**src/rtl/subleq_loader.sv**
```systemverilog
// Boot loader that streams a SUBLEQ program image into RAM, then releases the CPU.
// Optional LOADER_CHECKSUM_EN adds a trailing mod-256 checksum byte check.
module subleq_loader #(
    parameter logic [7:0] BASE_ADDR = 8'h00,
    parameter logic [7:0] LAST_ADDR = 8'hFF
) (
    input  logic       clk,
    input  logic       res,
    input  logic       ld_start,
    input  logic       ld_valid,
    input  logic [7:0] ld_data,
    input  logic       ld_last,
    output logic       ld_ready,
    output logic       ram_we,
    output logic [7:0] ram_adr,
    output logic [7:0] ram_dat,
    output logic       cpu_run,
    output logic       done,
    output logic       err,
    output logic [7:0] count
);

`ifdef LOADER_CHECKSUM_EN
    typedef enum logic [2:0] {
        S_IDLE, S_LOAD, S_CHK, S_RUN, S_ERR
    } state_t;
`else
    typedef enum logic [2:0] {
        S_IDLE, S_LOAD, S_RUN, S_ERR
    } state_t;
`endif

    state_t     state_q, state_d;
    logic [7:0] ptr_q, ptr_d;
    logic [7:0] cnt_q, cnt_d;
    logic       we_q, we_d;
    logic [7:0] adr_q, adr_d;
    logic [7:0] dat_q, dat_d;
    logic       accept;
    logic       load_acc;
    logic       fresh;

    assign accept   = ld_valid && ld_ready;
    assign load_acc = accept && (state_q == S_LOAD);
    assign fresh    = ld_start && ((state_q == S_IDLE) || (state_q == S_ERR));

`ifdef LOADER_CHECKSUM_EN
    logic [7:0] sum_q, sum_d;
`endif

    always_ff @(posedge clk) begin
        if (res) begin
            state_q <= S_IDLE;
        end else begin
            state_q <= state_d;
        end
    end

    always_comb begin
        state_d = state_q;
        unique case (state_q)
            S_IDLE: begin
                if (ld_start) state_d = S_LOAD;
            end
            S_LOAD: begin
                if (accept) begin
                    if (ld_last) begin
`ifdef LOADER_CHECKSUM_EN
                        state_d = S_CHK;
`else
                        state_d = S_RUN;
`endif
                    end else if (ptr_q == LAST_ADDR) begin
                        state_d = S_ERR;
                    end
                end
            end
`ifdef LOADER_CHECKSUM_EN
            S_CHK: begin
                if (accept) begin
                    state_d = (ld_data == sum_q) ? S_RUN : S_ERR;
                end
            end
`endif
            S_RUN: state_d = S_RUN;
            S_ERR: begin
                if (ld_start) state_d = S_LOAD;
            end
            default: state_d = S_IDLE;
        endcase
    end

    // The CPU stays held while the final image byte is still being written.
    always_comb begin
`ifdef LOADER_CHECKSUM_EN
        ld_ready = (state_q == S_LOAD) || (state_q == S_CHK);
`else
        ld_ready = (state_q == S_LOAD);
`endif
        cpu_run = (state_q == S_RUN) && !we_q;
        done    = (state_q == S_RUN) && !we_q;
        err     = (state_q == S_ERR);
    end

    always_comb begin
        ptr_d = ptr_q;
        cnt_d = cnt_q;
        we_d  = 1'b0;
        adr_d = adr_q;
        dat_d = dat_q;
`ifdef LOADER_CHECKSUM_EN
        sum_d = sum_q;
`endif
        if (fresh) begin
            ptr_d = BASE_ADDR;
            cnt_d = 8'h00;
`ifdef LOADER_CHECKSUM_EN
            sum_d = 8'h00;
`endif
        end else if (load_acc) begin
            we_d  = 1'b1;
            adr_d = ptr_q;
            dat_d = ld_data;
            ptr_d = ptr_q + 8'h01;
            cnt_d = cnt_q + 8'h01;
`ifdef LOADER_CHECKSUM_EN
            sum_d = sum_q + ld_data;
`endif
        end
    end

    always_ff @(posedge clk) begin
        if (res) begin
            ptr_q <= BASE_ADDR;
            cnt_q <= 8'h00;
            we_q  <= 1'b0;
            adr_q <= BASE_ADDR;
            dat_q <= 8'h00;
`ifdef LOADER_CHECKSUM_EN
            sum_q <= 8'h00;
`endif
        end else begin
            ptr_q <= ptr_d;
            cnt_q <= cnt_d;
            we_q  <= we_d;
            adr_q <= adr_d;
            dat_q <= dat_d;
`ifdef LOADER_CHECKSUM_EN
            sum_q <= sum_d;
`endif
        end
    end

    assign ram_we  = we_q;
    assign ram_adr = adr_q;
    assign ram_dat = dat_q;
    assign count   = cnt_q;

endmodule

```
**config.mk**
```make
export PLATFORM = sky130hd
export DESIGN_NAME = subleq_loader
export DESIGN_NICKNAME = d
export VERILOG_FILES = /design/src/rtl/subleq_loader.sv
export SDC_FILE = /design/constraint.sdc
export NUM_CORES = 1
export LEC_CHECK = 0
export ABC_AREA = 0
export BUFFER_PORTS_ARGS = -buffer_cell sky130_fd_sc_hd__buf_2
export CORE_ASPECT_RATIO = 1.75
export CORE_UTILIZATION = 25
export CTS_BUF_LIST = sky130_fd_sc_hd__clkbuf_8
export CTS_CLUSTER_SIZE = 20
export DETAILED_ROUTE_END_ITERATION = 8
export PLACE_DENSITY = 0.55
export SLEW_MARGIN = 20
export SYNTH_ARGS = -nofsm -noshare
export SYNTH_HDL_FRONTEND = slang
export SYNTH_SLANG_ARGS = --single-unit
```
**constraint.sdc**
```tcl
create_clock -name clk -period 3.1 [get_ports clk]
set_input_delay 0.155 -clock clk [delete_from_list [all_inputs] [get_ports clk]]
set_output_delay 0.155 -clock clk [all_outputs]
set_load 0.05 [all_outputs]
```
; Word-level counts from Yosys, hierarchy flattened
; Cells that the tools add are included.
[totals]
output_inout_bits = 29
regBits = 36
input_bits = 13
word_cells = 33
[op_classes]
n_bitwise = 1
n_reduce_logical = 11
n_eq_ne = 7
mux = 6
add_sub_neg = 2
[op_table]
columns = cell, count
row1 = $add 8x1->8 const B, 2
row2 = $mux 3, 4
row3 = $pmux 3 s3, 1
row4 = $eq 8x8->1 const B, 1
row5 = $eq 3x2->1 const B, 2
row6 = $logic_and 1x1->1, 4
row7 = $ne 2x1->1 const B, 2
row8 = $reduce_or 2->1, 2
row9 = $eq 3x1->1 const B, 1
row10 = $logic_not 3->1, 1
row11 = $ne 3x2->1 const B, 1
row12 = $reduce_and 3->1, 1
row13 = $reduce_and 2->1, 1
row14 = $logic_not 1->1, 1
row15 = $logic_or 1x1->1, 1
row16 = $mux 1, 1
row17 = $not 1->1, 1

; Depth between registers and ports, before layout
; Gate-level depths: netlist (run 1).
[logic_depth]
word_depth = 5
ltp_mapped = 8
ltp_nobuf = 6

; Worst setup path after synthesis (run 1)
; Ideal clock, no wire load.
[synth_path]
path_type = register -> register
start = register state_q[0]
end = register cnt_q[4], in the netlist count[4]
synth_period_minus_slack_ns = 1.837
required_ns = 3.035
setup_ns = 0.065
arrival_ns = 1.772
slack_ns = 1.263
stages_incl_launch_ff = 8
n_path_buf = 2
cell_sequence = dfxtp_1 -> ha_1 -> and2_1 -> buf_6 -> buf_8 -> nand4_1 -> xor2_1 -> nor2_1
[synth_via]
elab_cells_between_ends = 8
cone_classes = 2 x eq/ne / 6 x reduce/logical
[synth_rtl]
columns = item, line
row1 = from (decl), 33  ; state_t state_q, state_d;
row2 = from (signal assigned), 55  ; state_q <= state_d;
row3 = $eq 3x1->1 (*), 98  ; ld_ready = (state_q == S_LOAD);
row4 = named net ld_ready, 13  ; output logic ld_ready,
row5 = $logic_and 1x1->1, 43  ; assign accept = ld_valid && ld_ready;
row6 = $logic_and 1x1->1 (*), 44  ; assign load_acc = accept && (state_q == S_LOAD);
row7 = to (signal assigned), 144  ; cnt_q <= cnt_d;
row8 = to (decl), 35  ; logic [7:0] cnt_q, cnt_d;
; Mark *: on every way through the listed nets, which the timed path passes. The rest lies on a longest branch.
; A chain may end at the register's enable or synchronous reset.

; Worst setup path in the final report (run 1)
[layout_path]
start = register state_q[0]
end = register dat_q[5], in the netlist ram_dat[5]
[layout_via]
elab_chain_cells = 5
elab_cells_between_ends = 9
cone_classes = 2 x eq/ne / 1 x bitwise / 6 x reduce/logical
[layout_lines]
columns = item, line
row1 = $eq 3x2->1 or $logic_not 3->1 (tied branches), 45  ; assign fresh = ld_start && ((state_q == S_IDLE) || (state_q == S_ERR));
row2 = $logic_or 1x1->1, 45
row3 = $logic_and 1x1->1, 45
row4 = $not 1->1 (no source line), -
row5 = $reduce_and 2->1 (no source line) (*), -
row6 = to (signal assigned), 147  ; dat_q <= dat_d;
row7 = to (decl), 38  ; logic [7:0] dat_q, dat_d;
; Mark *: on every way between the ends. The rest lies on a longest branch, timed or not.

==> impl_metrics.tcl, run 1 <==
set metrics [dict create \
    status "complete, no violations" \
    syn-num-nets 191 \
    yosysSeqAreaShare_pct 47.26 \
    fin_cells 288 \
    gp_congestion 0.7078 \
    nets 230 \
    drc 0 \
    total_power_mw 1.210 \
    synth-main-ff-cell "dfxtp_1" \
    min_period_ns 1.905 \
    cp.depth 5 \
    grt_pass1_wl_um 5230 \
    drive_above_1_share_pct 25.00 \
    antenna_found_initial 0 \
    crit-reg2reg-launch "state_q[0]$_SDFFE_PP0P_" \
    crit_buf_inv 0 \
    final_area_mm2 0.001817 \
    regToRegSetupSlack_ns 1.19 \
    crit_family "simple AND/OR/NAND/NOR gates" \
    finalHoldViolCount 0 \
    die_width_um 60.22 \
    dieArea_mm2 0.006255 \
    grt_pass1_vias 1154 \
    post-synth-top-count-cell "nand2_1" \
    drtAntennaViolNets 0 \
    ys_types 31 \
    die_h_um 103.9 \
    syn_avg_cell_area_um2 8.620 \
    via_per_inst 4.375 \
    max_freq_mhz 524.8 \
    crit_type "flip-flop to flip-flop" \
    hold_slack_ns 0.09889 \
    wl_per_cell_um 11.30 \
    cts_buffer_depth 2 \
    drtPass1Iterations 4 \
    placementRows 36 \
    max-cap-violations 0 \
    async_reset_ff_share_pct 0 \
    cts_root_buf "clkbuf_8" \
    cts_tree "done" \
    reg2reg_to "ram_dat[5]$_SDFFE_PP0P_" \
    grtUsageTotal_pct 11.03 \
    synth_top_area_share_pct 47.26 \
    grt_max_degree 21 \
    cp_cell_sequence "ha_1 -> and2_1 -> nand2_2 -> nand2_1 -> a21oi_1" \
    h-tree-depth 2 \
    vias 1260 \
    synth_area_mm2 0.001483 \
    dp.cells 280 \
    crit_fanout 17 \
    cts-resized-gates 0 \
    leakage_nw 0.7775 \
    finalWirelength_um 3255 \
    place_hpwl_um 2388 \
    post-route-period-util_pct 61.46 \
    place_area_mm2 0.001717 \
    clkSinkCount 35 \
    yosys_warnings 0 \
    holdCritStartpoint "ld_data[3]" \
    rsz0062_at_grt "false" \
    hold_class "input port to flip-flop" \
    pre_cts_ws_ns 1.206 \
    tightest_slew_ns 0.5935 \
    crit_path_start "state_q[0]$_SDFFE_PP0P_" \
    slew_headroom_pct 60.43 \
    finalMaxSlewViolations 0 \
    fin_ws_ns 1.195 \
    grt_overflow 0 \
    drt_iter0_drc 35 \
    io_buffers 41 \
    diodes 0 \
    cts_setup_buffers 0 \
    fillCellCount 630 \
    netlist_instances 172 \
    slowest_stage "and2_1" \
    cp-end-kind "flip-flop" \
    vdd_drop_max_mv 0.1592 \
    core_area_mm2 0.005630 \
    setup_viol 0 \
    cts_buffers 5 \
    yosysTopAreaCell "dfxtp_1" \
    worstPathRequired_ns 3.26 \
    hold_buffers 0 \
    ys_ff_latch 35 \
    clk_pin_slew_ns 0.07 \
    critPathMaxStageDelay_ns 0.51 \
    reg2regPathDepth 5 \
    tns_ns 0 \
    fin_util_pct 32.27 \
    arrival_ns 2.07 \
    power_density_mw_per_mm2 666.0 \
    synth_edf_count 0 \
    synth_common_cells "nand2_1 (41), dfxtp_1 (35), a21oi_1 (21)" \
    initial_core_util_pct 26.33 \
    clock-skew-final_ns 0.005285 \
    crit_end "ram_dat[5]$_SDFFE_PP0P_" \
    worst_setup_path_start_kind "flip-flop" \
    pin_count 42 \
    clock_latency_ns 0.29 \
    synth_area_leaders "dfxtp_1 (47%), nand2_1 (10%), a21oi_1 (7.1%), xor2_1 (5.3%), ha_1 (5.1%)" \
    syn_to_final_growth_pct 22.53 \
]
-- tightest hold or removal path, stage by stage --
cell and delay [ns]:
buf_2 0.09, nand2_1 0.05, a21oi_1 0.05
-- layer usage --
metal,part of all wire (%),track usage [%],vias up,wire length [um]
met1,40,11.05,589,1304
li1,-,-,643,-
met5,0,0,-,0
met3,2.9,2.239,6,96
met2,54,19.62,22,1772
met4,2.5,6.478,0,82
-- final cells by class --
class                      instances  area (um2)  area share (%)
clock buffer                       7       96.34           5.303
clock inverter                     1       3.754          0.2066
inverter                           5       18.77           1.033
multi-input combinational        123       696.9           38.36
sequential                        35       700.7           38.57
tap                               76       95.09           5.234
timing repair buffer              41       205.2           11.29
-- how the worst min path moves through the flow --
stage,to,slack (ns),depth (start not counted)
4_1_cts,ram_dat[5]$_SDFFE_PP0P_,0.09,3
5_1_grt,ram_dat[0]$_SDFFE_PP0P_,0.1,3
6_report,ram_dat[3]$_SDFFE_PP0P_,0.1,3
3_3_place_gp,ram_dat[7]$_SDFFE_PP0P_,0.40,3
3_5_place_dp,ram_dat[5]$_SDFFE_PP0P_,0.40,3
2_1_floorplan,ram_dat[7]$_SDFFE_PP0P_,0.29,2
-- power breakdown --
| part | internal (mW) | switching [mW] | total (mW) |
|---|---|---|---|
| Clock | 0.200 | 0.165 | 0.364 |
| Combinational | 0.0908 | 0.254 | 0.344 |
| Sequential | 0.478 | 0.0234 | 0.501 |
-- kinds of logic after synthesis --
kind of cell	synth area share (%)
adder cells (fa/ha/maj)	5.063
flip-flops	47.26
AO/OA/AOI/OAI	11.39
AND/OR/NAND/NOR	22.87
XOR/XNOR	7.679
buffers and inverters	5.738
-- cell usage in the layout (no fill, tap or decap) --
master    instances
o211ai_2          1
nand2_1          41
and3_1            3
nor2b_1           2
xnor2_1           4
nand2_2           2
inv_1             6
dfxtp_1          35
or3_1             1
nor3_1            2
a311oi_1          1
nand4_2           1
o21ai_0           1
and2_1            1
clkbuf_8          7
nand2b_1          1
nand3_1           2
xor2_1            9
buf_2            41
nand4_1           6
a21oi_1          21
nor2_1           14
o22ai_1           1
ha_1              6
a21oi_4           1
a211oi_1          1
a22oi_1           1
-- flip-flops by register name, indices dropped and copies added, names as in the netlist --
signal   count
count        8
ptr_q        8
ram_adr      8
ram_dat      8
state_q      2
ram_we       1
Power figures use the tool's default switching activity.
==> run 2, diff against run 1 <==
==> constraint.sdc (replaced) <==
create_clock -name clk -period 1.8 [get_ports clk]
set_input_delay 0.09 -clock clk [delete_from_list [all_inputs] [get_ports clk]]
set_output_delay 0.09 -clock clk [all_outputs]
set_load 0.05 [all_outputs]
==> run 2 against run 1 <==
Wire length down 1.7%. Die area unchanged. Core utilization up 0.71 points. Worst setup slack worse by 1.1 ns. Final cell count up 1.7%. First-iteration DRC count down 74%. Register-to-register slack worse by 1.1 ns. Via count up 1.3%. Sequential share of layout area down 0.83 points. Final area up 2.2%. Fmax up 14%. Flip-flop and latch count unchanged. Largest power group unchanged.
==> impl_metrics.tcl, run 2 (synthesized netlist as in run 1, its figures left out) <==
set metrics [dict create \
    slowest_stage "dfxtp_1" \
    drt_iter0_drc 9 \
    clkSinkCount 35 \
    placementRows 36 \
    power_density_mw_per_mm2 1134 \
    finalMaxSlewViolations 0 \
    vias 1277 \
    finalWirelength_um 3201 \
    place_hpwl_um 2412 \
    cts_buffer_depth 2 \
    drc 0 \
    cts_buffers 5 \
    worstPathRequired_ns 1.99 \
    cts_setup_buffers 0 \
    fillCellCount 612 \
    final_cell_mix "nand2_1 (41), buf_2 (41), dfxtp_1 (35)" \
    fin_ws_ns 0.1313 \
    drtAntennaViolNets 0 \
    vdd_drop_max_mv 0.6294 \
    net-switching-power_mw 0.7562 \
    via_per_inst 4.358 \
    grt_overflow 0 \
    grt_pass1_wl_um 5326 \
    post-route-period-util_pct 92.70 \
    cp_cell_sequence "inv_1 -> ha_1 -> a22oi_1 -> a21oi_1 -> a311oi_1" \
    p_seq_share_pct 41.0 \
    final_area_mm2 0.001857 \
    power_frac_comb_pct 29.7 \
    finalHoldViolCount 0 \
    dieArea_mm2 0.006255 \
    die_h_um 103.9 \
    crit_buf_inv 1 \
    gp_congestion 0.7799 \
    max_freq_mhz 599.3 \
    diodes 0 \
    grt_pass1_vias 1199 \
    pwr-share-clk_pct 29.3 \
    critPathMaxStageDelay_ns 0.41 \
    crit_family "compound AO/OA/AOI/OAI gates" \
    min_period_ns 1.669 \
    fin_cells 293 \
    worst_setup_path_start_kind "flip-flop" \
    clock-skew-final_ns 0.003187 \
    cts_tree "done" \
    pin_count 42 \
    grtUsageTotal_pct 11.38 \
    place_area_mm2 0.001757 \
    dp.cells 285 \
    crit_fanout 6 \
    cts_root_buf "clkbuf_8" \
    drive_above_1_share_pct 27.19 \
    p_int_mw 1.349 \
    setup_viol 0 \
    max-cap-violations 0 \
    status "complete, no violations" \
    h-tree-depth 2 \
    leakage_nw 0.8015 \
    regToRegSetupSlack_ns 0.13 \
    drtPass1Iterations 4 \
    cp-end-kind "flip-flop" \
    fin_util_pct 32.98 \
    die_width_um 60.22 \
    hold_class "input port to flip-flop" \
    tightest_slew_ns 0.3595 \
    arrival_ns 1.86 \
    pre_cts_ws_ns 0.1501 \
    nets 235 \
    wl_per_cell_um 10.92 \
    syn_to_final_growth_pct 25.23 \
    clock_latency_ns 0.28 \
    grt_max_degree 20 \
    hold_buffers 0 \
    p_sw_share_pct 35.92 \
    crit_type "flip-flop to flip-flop" \
    clk_pin_slew_ns 0.07 \
    cts-resized-gates 0 \
    tns_ns 0 \
    io_buffers 41 \
    core_area_mm2 0.005630 \
    slew_headroom_pct 76.03 \
    initial_core_util_pct 26.33 \
    rsz0062_at_grt "false" \
    antenna_found_initial 0 \
]
run 2: changes by cell type in the layout (fill, tap and decap cells not counted):
cell	change
ha_2	+1
ha_1	-1
buf_4	+5
run 2: stage by stage:
stage               hold WS [ns]  power (mW)
finish                   0.03990       2.105
floorplan                 0.2260       1.399
CTS                      0.03361       2.136
global route             0.03955       2.223
global placement          0.3346       1.510
detailed placement        0.3395       1.515
run 2: area by class of cell:
class | count | area, um2 | area share, %
clock inverters | 1 | 3.754 | 0.2022
multi-input cells | 123 | 699.4 | 37.67
flip-flops and latches | 35 | 700.7 | 37.74
well taps | 76 | 95.09 | 5.121
inverters | 5 | 18.77 | 1.011
clock buffers | 7 | 96.34 | 5.189
repair buffers | 46 | 242.7 | 13.07
run 2: power by group through the flow:
stage,sequential [mW],clock (mW),combinational (mW)
2_1_floorplan,0.968,0,0.431
3_3_place_gp,0.880,0,0.630
3_5_place_dp,0.882,0,0.633
4_1_cts,0.864,0.637,0.635
5_1_grt,0.871,0.672,0.680
6_report,0.863,0.617,0.625
run 2: tightest hold or removal path, delay by kind of cell:
family                 cells  cell delay, ns
and+or+nand+nor            1            0.04
buffers and inverters      1            0.09
AOI/OAI and AO/OA          1            0.05
run 2: metal layers:
metal	global-route usage (%)	part of all wire [%]	wire [um]	vias up
li1	-	-	-	652
met1	11.62	39	1237	586
met2	20.25	55	1770	35
met3	2.239	4.0	127	4
met4	6.312	2.0	65	0
met5	0	0	0	-
run 2: path summary, 6_finish.rpt:
check,start,end,depth (start not counted)
min,ld_data[6],ram_dat[6]$_SDFFE_PP0P_,3
max reg2reg,state_q[0]$_SDFFE_PP0P_,state_q[1]$_SDFFE_PP0P_,5
max,state_q[0]$_SDFFE_PP0P_,state_q[1]$_SDFFE_PP0P_,5
min reg2reg,ram_adr[1]$_SDFFE_PP0P_,ram_adr[1]$_SDFFE_PP0P_,2
==> run 3, diff against run 2 <==
--- a/config.mk
+++ b/config.mk
@@ -6,7 +6,7 @@
 export NUM_CORES = 1
 export LEC_CHECK = 0
 export ABC_AREA = 0
-export BUFFER_PORTS_ARGS = -buffer_cell sky130_fd_sc_hd__buf_2
+export BUFFER_PORTS_ARGS = -buffer_cell sky130_fd_sc_hd__buf_4
 export CORE_ASPECT_RATIO = 1.75
 export CORE_UTILIZATION = 25
 export CTS_BUF_LIST = sky130_fd_sc_hd__clkbuf_8
==> constraint.sdc (replaced) <==
create_clock -name clk -period 2 [get_ports clk]
set_input_delay 0.1 -clock clk [delete_from_list [all_inputs] [get_ports clk]]
set_output_delay 0.1 -clock clk [all_outputs]
set_load 0.05 [all_outputs]
==> run 3 against run 2 <==
Sequential power down 9.6%. Die area unchanged. Global-route usage up 0.44 points. Clock-buffer cell count unchanged. Critical endpoint unchanged.
==> impl_metrics.tcl, run 3 (synthesized netlist as in run 1, its figures left out) <==
set metrics [dict create \
    tns_ns 0 \
    gp_congestion 0.7665 \
    slew_headroom_pct 70.51 \
    finalHoldViolCount 0 \
    cp-end-kind "flip-flop" \
    clkSinkCount 35 \
    crit_fanout 6 \
    crit_path_start "state_q[0]$_SDFFE_PP0P_" \
    cts_buffers 5 \
    vdd_drop_max_mv 0.3040 \
    net-switching-power_mw 0.6802 \
    multiInputGateArea_um2 696.9 \
    io_buffers 41 \
    worstPathRequired_ns 2.20 \
    fin_cells 290 \
    vias 1250 \
    worst_setup_path_start_kind "flip-flop" \
    drive_above_1_share_pct 25.70 \
    grt_pass1_wl_um 5561 \
    hold_class "input port to flip-flop" \
    via_per_inst 4.310 \
    seq_area_um2 700.7 \
    cts_tree "done" \
    pin_count 42 \
    die_h_um 103.9 \
    drtAntennaViolNets 0 \
    mostFrequentLayoutCell "buf_4" \
    pwr-share-clk_pct 28.7 \
    final_cell_mix "buf_4 (43), nand2_1 (41), dfxtp_1 (35)" \
    die_width_um 60.22 \
    dp.cells 282 \
    placementRows 36 \
    grtUsageTotal_pct 11.83 \
    crit-reg2reg-launch "state_q[0]$_SDFFE_PP0P_" \
    leakage_nw 0.7954 \
    reg2regPathDepth 5 \
    grt_overflow 0 \
    diodes 0 \
    p_sw_share_pct 35.49 \
    p_seq_share_pct 40.7 \
    reg2reg_to "state_q[1]$_SDFFE_PP0P_" \
    hold_buffers 0 \
    grt_pass1_vias 1144 \
    power_density_mw_per_mm2 990.9 \
    crit_end "state_q[1]$_SDFFE_PP0P_" \
    fillCellCount 606 \
    clock-skew-final_ns 0.007404 \
    initial_core_util_pct 26.33 \
    regToRegSetupSlack_ns 0.32 \
    syn_to_final_growth_pct 30.46 \
    wl_per_cell_um 11.43 \
    pre_cts_ws_ns 0.3630 \
    power_frac_comb_pct 30.6 \
    grt_max_degree 21 \
    antenna_found_initial 0 \
    cts_setup_buffers 0 \
    drc 0 \
    arrival_ns 1.88 \
    cts-resized-gates 0 \
    max_freq_mhz 594.9 \
    min_period_ns 1.681 \
    finalWirelength_um 3316 \
    drt_iter0_drc 43 \
    clk_pin_slew_ns 0.07 \
    tightest_slew_ns 0.4413 \
    cts_buffer_depth 2 \
    fin_ws_ns 0.3189 \
    dieArea_mm2 0.006255 \
    core_area_mm2 0.005630 \
    hold_slack_ns 0.05799 \
    nets 232 \
    clock_latency_ns 0.28 \
    rsz0062_at_grt "false" \
    post-route-period-util_pct 84.05 \
    setup_viol 0 \
    status "complete, no violations" \
    cts_root_buf "clkbuf_8" \
    place_hpwl_um 2444 \
    max-cap-violations 0 \
    drtPass1Iterations 4 \
    crit_type "flip-flop to flip-flop" \
    p_int_mw 1.237 \
    h-tree-depth 2 \
    finalMaxSlewViolations 0 \
]
==> run 3: cell types whose count changed in the layout (fill, tap and decap cells not counted) <==
cell / previous run / this run
buf_2: 41 / 0
buf_4: 5 / 43
ha_1: 5 / 6
ha_2: 1 / 0
==> run 3: layout make-up <==
cell class	instances	area share, %
sequential	35	36.22
multi-input combinational	123	36.03
timing repair buffer	43	16.69
clock buffer	7	4.981
tap	76	4.916
inverter	5	0.9702
clock inverter	1	0.1940
==> run 3: worst min path at each step <==
stage,from,to,slack (ns),cells after the start
final,ld_data[6],ram_dat[6]$_SDFFE_PP0P_,0.06,3
after global routing,ld_data[1],ram_dat[1]$_SDFFE_PP0P_,0.06,3
after CTS,ld_data[1],ram_dat[1]$_SDFFE_PP0P_,0.05,3
after detailed placement,ld_data[4],ram_dat[4]$_SDFFE_PP0P_,0.36,3
after global placement,ld_data[1],ram_dat[1]$_SDFFE_PP0P_,0.35,3
after floorplan,ld_data[7],ram_dat[7]$_SDFFE_PP0P_,0.24,2
==> run 3: through the flow <==
stage	instance area (um2)	power (mW)	util, %
final	1934	1.917	34.36
after global routing	1934	2.019	34.36
after CTS	1934	1.947	34.36
after detailed placement	1834	1.385	32.58
after global placement	1834	1.384	32.58
after floorplan	1483	1.256	-
==> run 3: metal layers <==
metal	GRT usage, %	wire (um)	part of all wire, %	vias up
met3	2.239	132	4.0	6
met2	19.70	1755	53	28
met5	0	0	0	-
li1	-	-	-	648
met1	13.02	1340	40	568
met4	7.475	88	2.7	0
==> run 3: power by group through the flow <==
stage	clock network, mW	logic (mW)	registers, mW
6_report	0.551	0.586	0.780
5_1_grt	0.597	0.636	0.786
4_1_cts	0.574	0.594	0.780
3_5_place_dp	0	0.590	0.795
3_3_place_gp	0	0.592	0.791
2_1_floorplan	0	0.385	0.871
==> run 3: critical path: stages (launching register included) <==
cell,delay [ns]
dfxtp_1,0.42
inv_1,0.07
ha_1,0.40
a22oi_1,0.36
a21oi_1,0.11
a311oi_1,0.24
